### config.mk
export PLATFORM = sky130hd
export DESIGN_NAME = lsu_mem_initiator
export DESIGN_NICKNAME = d
export VERILOG_FILES = /design/src/rtl/lsu_mem_initiator.sv
export SDC_FILE = /design/constraint.sdc
export NUM_CORES = 1
export LEC_CHECK = 0
export CAP_MARGIN = 20
export CORE_MARGIN = 2
export CORE_UTILIZATION = 44
export DETAILED_ROUTE_END_ITERATION = 12
export GPL_TIMING_DRIVEN = 0
export PLACE_DENSITY = 0.81
export SYNTH_ARGS = -nofsm -noshare
export SYNTH_HDL_FRONTEND = slang
export SYNTH_SLANG_ARGS = --single-unit
### constraint.sdc
create_clock -name clock -period 2.34 [get_ports clock]
set_input_delay 0.234 -clock clock [delete_from_list [all_inputs] [get_ports clock]]
set_output_delay 0.234 -clock clock [all_outputs]
set_load 0.01 [all_outputs]
### src/rtl/lsu_mem_initiator.sv
// rtl/lsu_mem_initiator.sv - single-outstanding LSU request engine for the core's simple memory port
// Splits a load/store into a word-aligned lane-masked access, waits LATENCY cycles, returns the response.
module lsu_mem_initiator #(
  parameter int LATENCY = 0
) (
  input  logic        clock,
  input  logic        reset_n,
  input  logic        req_valid,
  output logic        req_ready,
  input  logic        req_wen,
  input  logic [31:0] req_addr,
  input  logic [31:0] req_wdata,
  input  logic [1:0]  req_size,
  input  logic        req_unsigned,
  output logic        resp_valid,
  input  logic        resp_ready,
  output logic [31:0] resp_rdata,
  output logic        resp_err,
  output logic        mem_ren,
  output logic [31:0] mem_raddr,
  input  logic [31:0] mem_rdata,
  output logic        mem_wen,
  output logic [31:0] mem_waddr,
  output logic [31:0] mem_wdata,
  output logic [3:0]  mem_wmask
);

  typedef enum logic [1:0] {IDLE, ISSUE, WAIT, RESP} state_t;

  localparam logic [3:0] LAT_M1 = (LATENCY > 0) ? 4'(LATENCY - 1) : 4'd0;

  state_t      state_q, state_d;
  logic [3:0]  cnt_q, cnt_d;
  logic        wen_q, wen_d;
  logic [31:0] addr_q, addr_d;
  logic [31:0] wdata_q, wdata_d;
  logic [1:0]  size_q, size_d;
  logic        uns_q, uns_d;
  logic        err_q, err_d;
  logic [31:0] rdata_q, rdata_d;

  logic        req_bad;
  logic [31:0] rd_shift;
  logic [31:0] rd_ext;
  logic [3:0]  mask_base;
  logic [3:0]  mask_sh;
  logic [31:0] wdata_sh;
  logic [31:0] word_addr;

  assign req_bad = (req_size == 2'd3) ||
                   ((req_size == 2'd1) && req_addr[0]) ||
                   ((req_size == 2'd2) && (req_addr[1:0] != 2'b00));

  assign word_addr = {addr_q[31:2], 2'b00};
  assign rd_shift  = mem_rdata >> {addr_q[1:0], 3'b000};
  assign wdata_sh  = wdata_q << {addr_q[1:0], 3'b000};
  assign mask_sh   = mask_base << addr_q[1:0];

  always_comb begin
    mask_base = 4'b1111;
    rd_ext    = rd_shift;
    case (size_q)
      2'd0: begin
        mask_base = 4'b0001;
        rd_ext    = uns_q ? {24'd0, rd_shift[7:0]} : {{24{rd_shift[7]}}, rd_shift[7:0]};
      end
      2'd1: begin
        mask_base = 4'b0011;
        rd_ext    = uns_q ? {16'd0, rd_shift[15:0]} : {{16{rd_shift[15]}}, rd_shift[15:0]};
      end
      default: begin
        mask_base = 4'b1111;
        rd_ext    = rd_shift;
      end
    endcase
  end

  always_comb begin
    state_d = state_q;
    cnt_d   = cnt_q;
    wen_d   = wen_q;
    addr_d  = addr_q;
    wdata_d = wdata_q;
    size_d  = size_q;
    uns_d   = uns_q;
    err_d   = err_q;
    rdata_d = rdata_q;
    case (state_q)
      IDLE: begin
        if (req_valid) begin
          wen_d   = req_wen;
          addr_d  = req_addr;
          wdata_d = req_wdata;
          size_d  = req_size;
          uns_d   = req_unsigned;
          err_d   = req_bad;
          rdata_d = 32'd0;
          state_d = req_bad ? RESP : ISSUE;
        end
      end
      ISSUE: begin
        if (LATENCY == 0) begin
          if (!wen_q) rdata_d = rd_ext;
          state_d = RESP;
        end else begin
          cnt_d   = LAT_M1;
          state_d = WAIT;
        end
      end
      WAIT: begin
        // Read data is sampled only on the edge leaving the final wait cycle.
        if (cnt_q == 4'd0) begin
          if (!wen_q) rdata_d = rd_ext;
          state_d = RESP;
        end else begin
          cnt_d = cnt_q - 4'd1;
        end
      end
      RESP: begin
        if (resp_ready) begin
          rdata_d = 32'd0;
          err_d   = 1'b0;
          state_d = IDLE;
        end
      end
      default: state_d = IDLE;
    endcase
  end

  always_ff @(posedge clock or negedge reset_n) begin
    if (!reset_n) begin
      state_q <= IDLE;
      cnt_q   <= 4'd0;
      wen_q   <= 1'b0;
      addr_q  <= 32'd0;
      wdata_q <= 32'd0;
      size_q  <= 2'd0;
      uns_q   <= 1'b0;
      err_q   <= 1'b0;
      rdata_q <= 32'd0;
    end else begin
      state_q <= state_d;
      cnt_q   <= cnt_d;
      wen_q   <= wen_d;
      addr_q  <= addr_d;
      wdata_q <= wdata_d;
      size_q  <= size_d;
      uns_q   <= uns_d;
      err_q   <= err_d;
      rdata_q <= rdata_d;
    end
  end

  // Port outputs are gated by state so they read as zero whenever no access is in flight.
  assign req_ready  = (state_q == IDLE);
  assign resp_valid = (state_q == RESP);
  assign resp_rdata = (state_q == RESP) ? rdata_q : 32'd0;
  assign resp_err   = (state_q == RESP) ? err_q : 1'b0;

  assign mem_ren   = !wen_q && ((state_q == ISSUE) || (state_q == WAIT));
  assign mem_raddr = mem_ren ? word_addr : 32'd0;
  assign mem_wen   = wen_q && (state_q == ISSUE);
  assign mem_waddr = mem_wen ? word_addr : 32'd0;
  assign mem_wdata = mem_wen ? wdata_sh : 32'd0;
  assign mem_wmask = mem_wen ? mask_sh : 4'd0;

endmodule

Yosys cells after proc, flatten, opt, wreduce, memory -nomap -nowiden. Index checks and enable logic that the tools add are counted.

Word-level logic and storage cells: 64. Bits in registers: 107. RAM bits: 0. Output and inout bits: 137. Memory bits (read-only): 0. Memories kept: 0. Bits in latches: 0. Input port bits: 104.

Magnitude comparators: 0. Multiplexer cells: 23. Equal/unequal tests: 10. Multipliers: 0. Bitwise gates (word level): 1. $add $sub $neg: 1. Shift-type cells: 3. Divide/modulo/power cells: 0. Reduce and logical (&&, ||, !) cells: 17.

Operators by type and width (count): $mux W32 (10); $pmux W32 S4 (1); $pmux W32 S2 (1); $shl A32 B5 Y32 (1); $shr A32 B5 Y32 (1); $eq A2 B2 Y1 const B (4); $mux W2 (4); $pmux W2 S4 (1); $pmux W4 S2 (1); $eq A2 B1 Y1 const B (3); $reduce_and A3 Y1 (2); $logic_and A1 B1 Y1 (4); $logic_not A2 Y1 (2); $logic_not A4 Y1 (1); $mux W4 (1); $ne A2 B2 Y1 const B (2); $reduce_and A2 Y1 (2); $reduce_bool A2 Y1 (2); $shl A4 B2 Y4 (1); $sub A4 B1 Y4 const B (1); $logic_or A1 B1 Y1 (3); $mux W1 (3); $ne A2 B1 Y1 const B (1); $pmux W1 S2 (1); 2 further kinds (2).

Logic depth before layout (Yosys ltp). Gate-level depths: netlist (run 1).

Depth after elaboration: 7. Depth in mapped cells: 7.

Worst setup path after synthesis (run 1). Ideal clock, no wire load.

Path kind: reg2out. From: register state_q[1]. To: output mem_wdata[0]. Path buffers: 1. Arrival time: 1706 ps. Required time: 2106 ps. Setup slack: 400 ps. Stages on the path, launching flop included: 8. Cells stage by stage: dfrtp_1 > inv_1 > ha_1 > nand2_1 > or2_2 > buf_2 > nor2_1 > and2_1.

Longest elaborated chain between the ends: 3.

Ends and longest elaborated chain: start, declared (RTL line 32) `state_t state_q, state_d;`; start signal, assigned (RTL line 142) `state_q <= state_d;`; $eq A2 B1 Y1 (RTL line 162) `assign mem_wen = wen_q && (state_q == ISSUE);`; $logic_and A1 B1 Y1 (RTL line 162); $mux W32 (RTL line 164) `assign mem_wdata = mem_wen ? wdata_sh : 32'd0;`; end, declared (RTL line 24) `output logic [31:0] mem_wdata,`.

Every way passes these cells.

Worst setup path after layout (run 1).
From: register state_q[1]. To: output mem_wdata[8].

The elaborated chain is that of the path after synthesis.

==> reports/results.md, run 1 <==
| Result | Value | Unit |
| --- | --- | --- |
| Antenna violations before repair | 1 | - |
| Total DRC errors in the routed layout | 0 | - |
| Total count of max-transition violations in the final report | 0 | - |
| Via count of the first global-routing pass | 5740 | - |
| Slowest stage cell on the critical path | dfrtp_2 | - |
| Relative slew slack | 53.4 | % |
| Tcrit/Tclk final | 97.9 | % |
| GRT met3 Usage | 6.37 | % |
| Type of destination of the critical path | output port | - |
| Count of buffers inserted at the top-level ports | 236 | - |
| Register cell area after layout | 2680 | um^2 |
| Maximum number of buffers from clock root to sink | 2 | - |
| Hpwl dp | 14600 | um |
| Fraction of met2 tracks used by global routing | 45.0 | % |
| Post-synth top flop | dfrtp_1 | - |
| Count of warnings emitted by yosys | 0 | - |
| # diodes | 0 | - |
| Max-cap viol count | 0 | - |
| Final hold slack | 457 | ps |
| Commonest cells after routing, fill and taps aside | clkdlybuf4s50_1, dfrtp_1, mux2_2 | - |
| Asr flop ratio synth | 100 | % |
| Number of vias per cell | 5.44 | - |
| Global placement routability congestion | 0.913 | - |
| Synthesized cell area | 5990 | um^2 |
| Die height | 121 | um |
| Total global routing track utilization | 26.8 | % |
| Synth area leader | dfrtp_1 | - |
| Clock network latency to the later pin of the worst-skew pair | 360 | ps |
| Wirelength, routed | 19500 | um |
| Outcome | finished clean | - |
| Register bit count reported by yosys | 107 | - |
| H-tree depth reported by CTS | 3 | - |
| Post-Syn Instances | 569 | - |
| Setup repair after global routing missed its margin | true | - |
| Critical path peak fanout | 6 | - |
| Sum of buffers and inverters on the critical path | 3 | - |
| Worst IR drop on VDD | 0.624 | mV |
| Distinct cells, synth | 49 | - |
| Sinks on Clock Net | 107 | - |
| Total count of hold-check failures in the final report | 0 | - |
| Top-area cell type share of the netlist area | 44.7 | % |
| Sequential element share of the synthesized area | 44.7 | % |
| Cells along the critical path | inv_4 > ha_4 > nand2_2 > or2_4 > buf_4 > nor2_1 > dlygate4sd2_1 | - |
| Num rows | 42 | - |
| Met1 GRT Util | 33.5 | % |
| Type of the tightest min-delay check | input port to async pin | - |
| Crit path time final | 2290 | ps |
| Design area | 9040 | um^2 |
| Slew at the pin with the worst max-slew slack | 699 | ps |
| Clock transition at the register clock pins on the worst setup and hold paths after CTS | 70 | ps |
| Wire length of the first global-routing pass | 30200 | um |
| Effective utilization at floorplan | 45.2 | % |
| Max frequency | 0.437 | GHz |
| Antenna-violating nets left | 0 | - |
| Final layout net count | 943 | - |
| Most common cell after layout, fill and taps aside | clkdlybuf4s50_1 | - |
| Floorplan die area | 14600 | um^2 |
| Kind of critical path | flop to output port | - |
| Setup skew after layout | 6.86 | ps |
| Pin count of the biggest net entering global routing | 61 | - |
| Final-layout fill cell count | 1043 | - |
| DIE WIDTH | 121 | um |
| CP startpoint kind | flop | - |
| CP required | 2110 | ps |
| Total placed instance area | 8600 | um^2 |
| Core box area | 13200 | um^2 |
| Core utilization of the finished layout | 68.3 | % |
| Mean area per synthesized cell | 10.5 | um^2 |
| Multi-input gate area in the final layout | 3180 | um^2 |
| Busiest grt layer | met2 | - |
| Total overflow reported by the global router | 0 | - |
| Number of enable flip-flop cells after synthesis | 0 | - |
| CTS Root Buffer Type | clkbuf_16 | - |
| Area growth from synthesis to final layout | 51.0 | % |
| First-iteration detailed-routing DRC count | 437 | - |
| TritonCTS Buffers | 9 | - |
| Crit path arrival time | 2060 | ps |
| Initial DRT Pass Iterations | 7 | - |
| Critical path's top delay family | buffers and inverters | - |
| Fraction of layout instances using a drive strength above 1 | 22.6 | % |
| Finish-stage setup viols | 0 | - |
| Number of primary I/O pins | 241 | - |
| TritonCTS clock tree | done | - |
| Total via count in the routed design | 5518 | - |
| Worst path max stage delay | 470 | ps |
| Routed wire length per instance | 19.2 | um |
| Pwr Density | 1220 | nW/um^2 |
| Ranking of synthesized cells by area | dfrtp_1, mux2_2, and2_1, mux2i_1, and3_1 | - |
| Cell leakage power | 4.15 | nW |
cell usage after synthesis, drive strengths merged, types with 2 or more instances:
master   number
a211oi       17
a21oi        16
a221o         8
a221oi        8
a22oi         2
and2         72
and2b         2
and3         30
buf          24
clkbuf       21
dfrtp       107
ha            6
inv           6
mux2         75
mux2i        33
nand2        32
nand2b        5
nand3b        2
nor2         41
nor2b        11
nor3          3
o2111ai       2
o211ai        8
o21ai        18
o221ai        2
stage by stage:
step                power (mW)  setup TNS, ps  worst slack, ps  cells
floorplan                 6.62              0              400    572
global placement          9.02        -325490            -3000    984
detailed placement        9.23          -7440             -570    985
CTS                       11.0           -790            -61.7   1012
global route              11.7           -346            -60.1   1014
finish                    11.1              0             50.0   1014
worst register-to-register path: cells and delay by family (launching register included):
family	cells	cell delay [ps]
AOI/OAI and AO/OA	2	440
and+or+nand+nor	2	430
DFF	1	450
buffers and inverters	5	660
adders and majority gates	1	200
flip-flops by register name, summed over array words and instances, names as in the netlist:
register	flops
uns_q	1
size_q	2
err_q	1
addr_q	32
wen_q	1
rdata_q	32
wdata_q	32
cnt_q	4
state_q	2
report_power, final:
group | internal, mW | total, mW | switching (mW)
Sequential | 2.62 | 3.25 | 0.626
Clock | 0.833 | 1.52 | 0.688
Combinational | 3.17 | 6.28 | 3.11
timing repair:
action,in CTS,in global routing
gates cloned,1,0
hold buffers,1,0
pin swaps,3,3
buffers inserted,10,2
gates resized for setup,167,40
hold endpoints to repair,47,0
endpoints found under the setup margin,128,96
logic make-up after synthesis:
logic type	count (synthesis)	synth area share, %
other cells	1	0.0626
flops	107	44.7
xor+xnor	2	0.293
compound gates	87	10.5
mux	109	20.0
fa+ha+maj	6	1.25
buf+inv	51	4.01
simple gates	206	19.2
cell type report:
cell class,count,share of cell area [%]
Sequential cell,107,29.7
Timing Repair Buffer,250,25.8
Tap cell,176,2.44
Inverter,6,0.277
Multi-Input combinational cell,415,35.2
Clock inverter,4,0.568
Buffer,44,3.42
Clock buffer,12,2.62
per-layer routing:
metal	routed length, um	up-vias
met5	8	-
met4	531	2
met3	1470	42
met2	9550	253
met1	7920	2690
li1	-	2531
final timing paths:
check	from	to	slack (ps)	cells after the start
setup / recovery	state_q[1]	mem_wdata[8]	50	7
hold / removal	reset_n	rdata_q[30]	460	2
setup reg to reg	state_q[0]	rdata_q[27]	50	10
hold reg to reg	rdata_q[3]	rdata_q[3]	480	2
max in group asynchronous	reset_n	wdata_q[18]	1150	3
min in group clock	rdata_q[3]	rdata_q[3]	480	2
Note: power is estimated with default switching activity, not from simulation.
==> run 2, diff against run 1 <==
CAP_MARGIN = default   (was 20)
CORE_MARGIN = default   (was 2)
==> reports/results.md, run 2 (same netlist as run 1, synthesis figures left out) <==
| Result | Value | Unit |
| --- | --- | --- |
| Maximum number of buffers from clock root to sink | 2 | - |
| Total global routing track utilization | 28.3 | % |
| Via count of the first global-routing pass | 5764 | - |
| H-tree depth reported by CTS | 3 | - |
| Cell leakage power | 4.18 | nW |
| Total count of max-transition violations in the final report | 0 | - |
| Final layout net count | 945 | - |
| Max-cap viol count | 0 | - |
| Worst-case setup slack after placement | -608 | ps |
| Slew at the pin with the worst max-slew slack | 641 | ps |
| Setup repair after global routing missed its margin | true | - |
| Total placed instance area | 8600 | um^2 |
| Number of primary I/O pins | 241 | - |
| Count of buffers inserted at the top-level ports | 236 | - |
| TritonCTS clock tree | done | - |
| Worst IR drop on VDD | 0.668 | mV |
| Type of the tightest min-delay check | input port to async pin | - |
| Slowest stage cell on the critical path | dfrtp_2 | - |
| Cells along the critical path | inv_2 > ha_4 > and2b_2 > buf_4 > clkbuf_8 > and2_1 > clkdlybuf4s15_1 | - |
| Total count of hold-check failures in the final report | 0 | - |
| DIE WIDTH | 119 | um |
| Post-route setup TNS | 0 | ps |
| Relative slew slack | 57.3 | % |
| Fraction of layout instances using a drive strength above 1 | 20.7 | % |
| Global placement routability congestion | 0.956 | - |
| Critical register-to-register path startpoint | state_q[0] | - |
| Floorplan die area | 14100 | um^2 |
| R2R setup slack | 150 | ps |
| Number of vias per cell | 5.52 | - |
| Critical Path Stages | 7 | - |
| Max frequency | 0.439 | GHz |
| Type of destination of the critical path | output port | - |
| Core box area | 13200 | um^2 |
| Commonest cells after routing, fill and taps aside | clkdlybuf4s50_1, dfrtp_1, mux2_2 | - |
| Critical path's top delay family | buffers and inverters | - |
| Pin count of the biggest net entering global routing | 71 | - |
| Hpwl dp | 14100 | um |
| CTS Root Buffer Type | clkbuf_16 | - |
| Outcome | finished clean | - |
| Routed wire length per instance | 19.0 | um |
| Clock network latency to the later pin of the worst-skew pair | 350 | ps |
| Total overflow reported by the global router | 0 | - |
| Total via count in the routed design | 5603 | - |
| Finish-stage setup viols | 0 | - |
| Effective utilization at floorplan | 45.2 | % |
| Design area | 9080 | um^2 |
| Final setup margin | 62.0 | ps |
| Total chip power | 11.0 | mW |
| RR Endpoint | rdata_q[28] | - |
| Num rows | 42 | - |
| Antenna violations before repair | 0 | - |
| Wirelength, routed | 19300 | um |
| Critical path peak fanout | 10 | - |
| Largest registers | addr_q x32, rdata_q x32, wdata_q x32 | - |
| Kind of critical path | flop to output port | - |
| Total DRC errors in the routed layout | 0 | - |
| Clock transition at the register clock pins on the worst setup and hold paths after CTS | 70 | ps |
| Capture point of the critical path | mem_raddr[30] | - |
| Core utilization of the finished layout | 68.6 | % |
| CP startpoint kind | flop | - |
| Tcrit/Tclk final | 97.3 | % |
| Wire length of the first global-routing pass | 30900 | um |
| First-iteration detailed-routing DRC count | 432 | - |
| Depth of the worst register-to-register path | 7 | - |
| Area growth from synthesis to final layout | 51.8 | % |
| Antenna-violating nets left | 0 | - |
| # diodes | 0 | - |
| TritonCTS Buffers | 9 | - |
| Crit path arrival time | 2040 | ps |
| Worst path max stage delay | 450 | ps |
| Non-filler instance count after layout | 1015 | - |
| CP startpoint | state_q[1] | - |
| Setup skew after layout | 10.1 | ps |
| Most common cell after layout, fill and taps aside | clkdlybuf4s50_1 | - |
| Number of placed cells counting well taps | 985 | - |
| Sinks on Clock Net | 107 | - |
| Final-layout fill cell count | 1053 | - |
| Crit path time final | 2280 | ps |
| Die height | 119 | um |
| Final hold slack | 423 | ps |
| CP required | 2110 | ps |
| Sum of buffers and inverters on the critical path | 4 | - |
| Pwr Density | 1210 | nW/um^2 |
| Initial DRT Pass Iterations | 5 | - |
[run 2: area by class of cell]
cell class | count | area (um^2) | share of cell area, %
Clock inverter | 2 | 37.5 | 0.413
Multi-Input combinational cell | 415 | 3180 | 35.0
Tap cell | 176 | 220 | 2.42
Inverter | 6 | 22.5 | 0.248
Sequential cell | 107 | 2680 | 29.5
Clock buffer | 13 | 240 | 2.64
Timing Repair Buffer | 252 | 2400 | 26.4
Buffer | 44 | 303 | 3.33
[run 2: worst min path at each step]
stage,endpoint,slack (ps),start
6_report,addr_q[4],420,reset_n
3_3_place_gp,rdata_q[14],460,rdata_q[14]
2_1_floorplan,addr_q[0],-60,reset_n
3_5_place_dp,cnt_q[3],250,reset_n
5_1_grt,cnt_q[0],470,reset_n
4_1_cts,state_q[1],430,reset_n
[run 2: worst reg2reg max path, cell delays in order (launching register included)]
cell and delay (ps):
dfrtp_2 450, inv_2 80, ha_4 270, and2b_2 200, buf_4 150, o2111ai_4 190, nor4b_4 540, a221o_1 250
[run 2: timing repair]
| action | in CTS | in global routing |
|---|---|---|
| hold buffers | 1 | 0 |
| buffers inserted | 10 | 3 |
| setup endpoints to repair | 128 | 88 |
| endpoints found under the hold margin | 37 | 0 |
| gates cloned | 2 | 0 |
| resized for setup | 118 | 43 |
| pin swaps | 4 | 2 |
[run 2: layer usage]
layer  global-route usage, %  part of all wire (%)  vias to the layer above
li1                        -                     -                     2534
met1                    35.4                    41                     2765
met4                    10.2                   2.6                        0
met3                    6.71                   7.5                       41
met2                    47.5                    49                      263
met5                       0                     0                        -
[run 2: report_power, final]
part	internal, mW	leakage, nW	switching [mW]
combinational	3.18	2.72	3.14
sequential	2.62	1.33	0.620
clock	0.827	0.130	0.650
==> run 3, diff against run 2 <==
clock period = 2.2 ns   (was 2.34 ns; I/O delays follow)
==> reports/results.md, run 3 (same netlist as run 1, synthesis figures left out) <==
| Result | Value | Unit |
| --- | --- | --- |
| Tcrit/Tclk final | 101 | % |
| Type of destination of the critical path | output port | - |
| CP startpoint | state_q[1] | - |
| R2R setup slack | 100 | ps |
| Sinks on Clock Net | 107 | - |
| Pwr Density | 1290 | nW/um^2 |
| Worst IR drop on VDD | 0.700 | mV |
| Die height | 119 | um |
| Slowest stage cell on the critical path | dfrtp_2 | - |
| Depth of the worst register-to-register path | 8 | - |
| Final layout net count | 952 | - |
| Number of primary I/O pins | 241 | - |
| H-tree depth reported by CTS | 3 | - |
| Kind of critical path | flop to output port | - |
| Type of the tightest min-delay check | input port to async pin | - |
| Total count of hold-check failures in the final report | 0 | - |
| Final setup margin | -28.2 | ps |
| Most frequent cell on the critical path | buf_6 | - |
| Floorplan die area | 14100 | um^2 |
| Initial DRT Pass Iterations | 5 | - |
| Setup repair after global routing missed its margin | true | - |
| Core box area | 13200 | um^2 |
| Antenna-violating nets left | 0 | - |
| Fraction of layout instances using a drive strength above 1 | 25.1 | % |
| CP startpoint kind | flop | - |
| Register cell area after layout | 2680 | um^2 |
| Max frequency | 0.449 | GHz |
| Clock network latency to the later pin of the worst-skew pair | 350 | ps |
| Cells along the critical path | inv_4 > ha_4 > nand2_4 > or2_4 > buf_12 > nor2_4 > buf_6 > and2_4 > buf_6 | - |
| Maximum number of buffers from clock root to sink | 2 | - |
| Multi-input gate area in the final layout | 3260 | um^2 |
| Slew at the pin with the worst max-slew slack | 677 | ps |
| CTS Root Buffer Type | clkbuf_16 | - |
| Cell leakage power | 4.84 | nW |
| RR Endpoint | rdata_q[27] | - |
| Crit path arrival time | 2010 | ps |
| Finish-stage setup viols | 4 | - |
| Critical register-to-register path startpoint | state_q[0] | - |
| Largest registers | addr_q x32, rdata_q x32, wdata_q x32 | - |
| Max-cap viol count | 0 | - |
| Total count of max-transition violations in the final report | 0 | - |
| Commonest cells after routing, fill and taps aside | clkdlybuf4s50_1, dfrtp_1, mux2_2 | - |
| Total via count in the routed design | 5591 | - |
| Effective utilization at floorplan | 45.2 | % |
| Most common cell after layout, fill and taps aside | clkdlybuf4s50_1 | - |
| Hpwl dp | 14100 | um |
| Crit path time final | 2230 | ps |
| Wirelength, routed | 19700 | um |
| Number of vias per cell | 5.47 | - |
| Clock transition at the register clock pins on the worst setup and hold paths after CTS | 70 | ps |
| TritonCTS clock tree | done | - |
| TritonCTS Buffers | 9 | - |
| Worst-case setup slack after placement | -734 | ps |
| Wire length of the first global-routing pass | 31100 | um |
| Total DRC errors in the routed layout | 0 | - |
| Num rows | 42 | - |
| Antenna violations before repair | 0 | - |
| CP required | 1980 | ps |
| Total overflow reported by the global router | 0 | - |
| Total chip power | 12.2 | mW |
| # diodes | 0 | - |
| Relative slew slack | 54.9 | % |
| Violations in the final reports | setup timing | - |
| Capture point of the critical path | mem_wdata[2] | - |
| Pin count of the biggest net entering global routing | 71 | - |
| Final hold slack | 405 | ps |
| Area growth from synthesis to final layout | 57.4 | % |
| First-iteration detailed-routing DRC count | 398 | - |
| Total global routing track utilization | 28.4 | % |
| Outcome | complete, but fails checks | - |
| Setup skew after layout | 7.96 | ps |
| Global placement routability congestion | 0.956 | - |
| Critical path peak fanout | 4 | - |
| Routed wire length per instance | 19.3 | um |
| Count of buffers inserted at the top-level ports | 236 | - |
| Worst path max stage delay | 440 | ps |
| Final-layout fill cell count | 998 | - |
| Via count of the first global-routing pass | 5804 | - |
| DIE WIDTH | 119 | um |
==> run 3: cell types whose count changed in the layout (fill, tap and decap cells not counted), moves of 4 or more <==
cell,before,now
and2_1,72,66
nor2_1,40,36
and2_4,0,6
a211oi_1,14,10
clkbuf_1,11,7
a211oi_2,3,7
buf_4,21,27
dlymetal6s2s_1,2,33
clkbuf_2,16,9
dlygate4sd2_1,49,45
clkdlybuf4s50_1,167,133
buf_6,3,15
==> run 3: cell type report <==
cell class | count | share of cell area, %
Timing Repair Buffer | 260 | 27.7
Inverter | 6 | 0.266
Clock buffer | 13 | 2.55
Buffer | 43 | 3.72
Tap cell | 176 | 2.34
Clock inverter | 2 | 0.398
Sequential cell | 107 | 28.5
Multi-Input combinational cell | 415 | 34.6
==> run 3: routing by layer <==
metal | up-vias | part of all wire [%] | wire length [um] | track usage [%]
met2 | 238 | 50 | 9910 | 48.1
met1 | 2771 | 40 | 7970 | 35.4
met5 | - | 0 | 0 | 0
met3 | 34 | 7.2 | 1420 | 6.76
li1 | 2548 | - | - | -
met4 | 0 | 2.1 | 414 | 9.57
==> run 3: through the flow <==
step,std cells,util (%),area [um^2],TNS (ps)
3_5_place_dp,985,65.0,8600,-15280
2_1_floorplan,572,-,6000,0
4_1_cts,1013,68.7,9090,-1950
3_3_place_gp,984,64.8,8580,-348030
6_report,1022,71.2,9420,-92.3
5_1_grt,1022,71.2,9420,-936
==> run 3: worst max-delay path, delay by kind of cell, from the launching register on <==
family | cells | cell delay (ps)
adder cells (fa/ha/maj) | 1 | 170
buffers and inverters | 4 | 440
flip-flops | 1 | 440
AND/OR/NAND/NOR | 4 | 600
==> run 3: worst min path at each step <==
stage / from / end / slack, ps / cells past startpoint
after floorplan: reset_n / addr_q[0] / -80 / 0
after global placement: rdata_q[14] / rdata_q[14] / 460 / 2
after detailed placement: reset_n / cnt_q[3] / 240 / 1
after CTS: reset_n / state_q[1] / 420 / 2
after global routing: reset_n / cnt_q[0] / 460 / 2
final: reset_n / addr_q[7] / 410 / 2
==> run 3: repair_timing <==
action	4_1_cts	5_1_grt
cloned	1	1
hold endpoints to repair	37	0
endpoints found under the setup margin	135	153
hold buffers	1	0
pin swaps	5	7
resized for setup	187	96
setup buffers	13	8
==> run 3: where the power goes <==
group | leakage, nW | internal [mW] | switching [mW]
clock network | 0.130 | 0.879 | 0.694
logic | 3.38 | 3.66 | 3.47
registers | 1.33 | 2.79 | 0.676
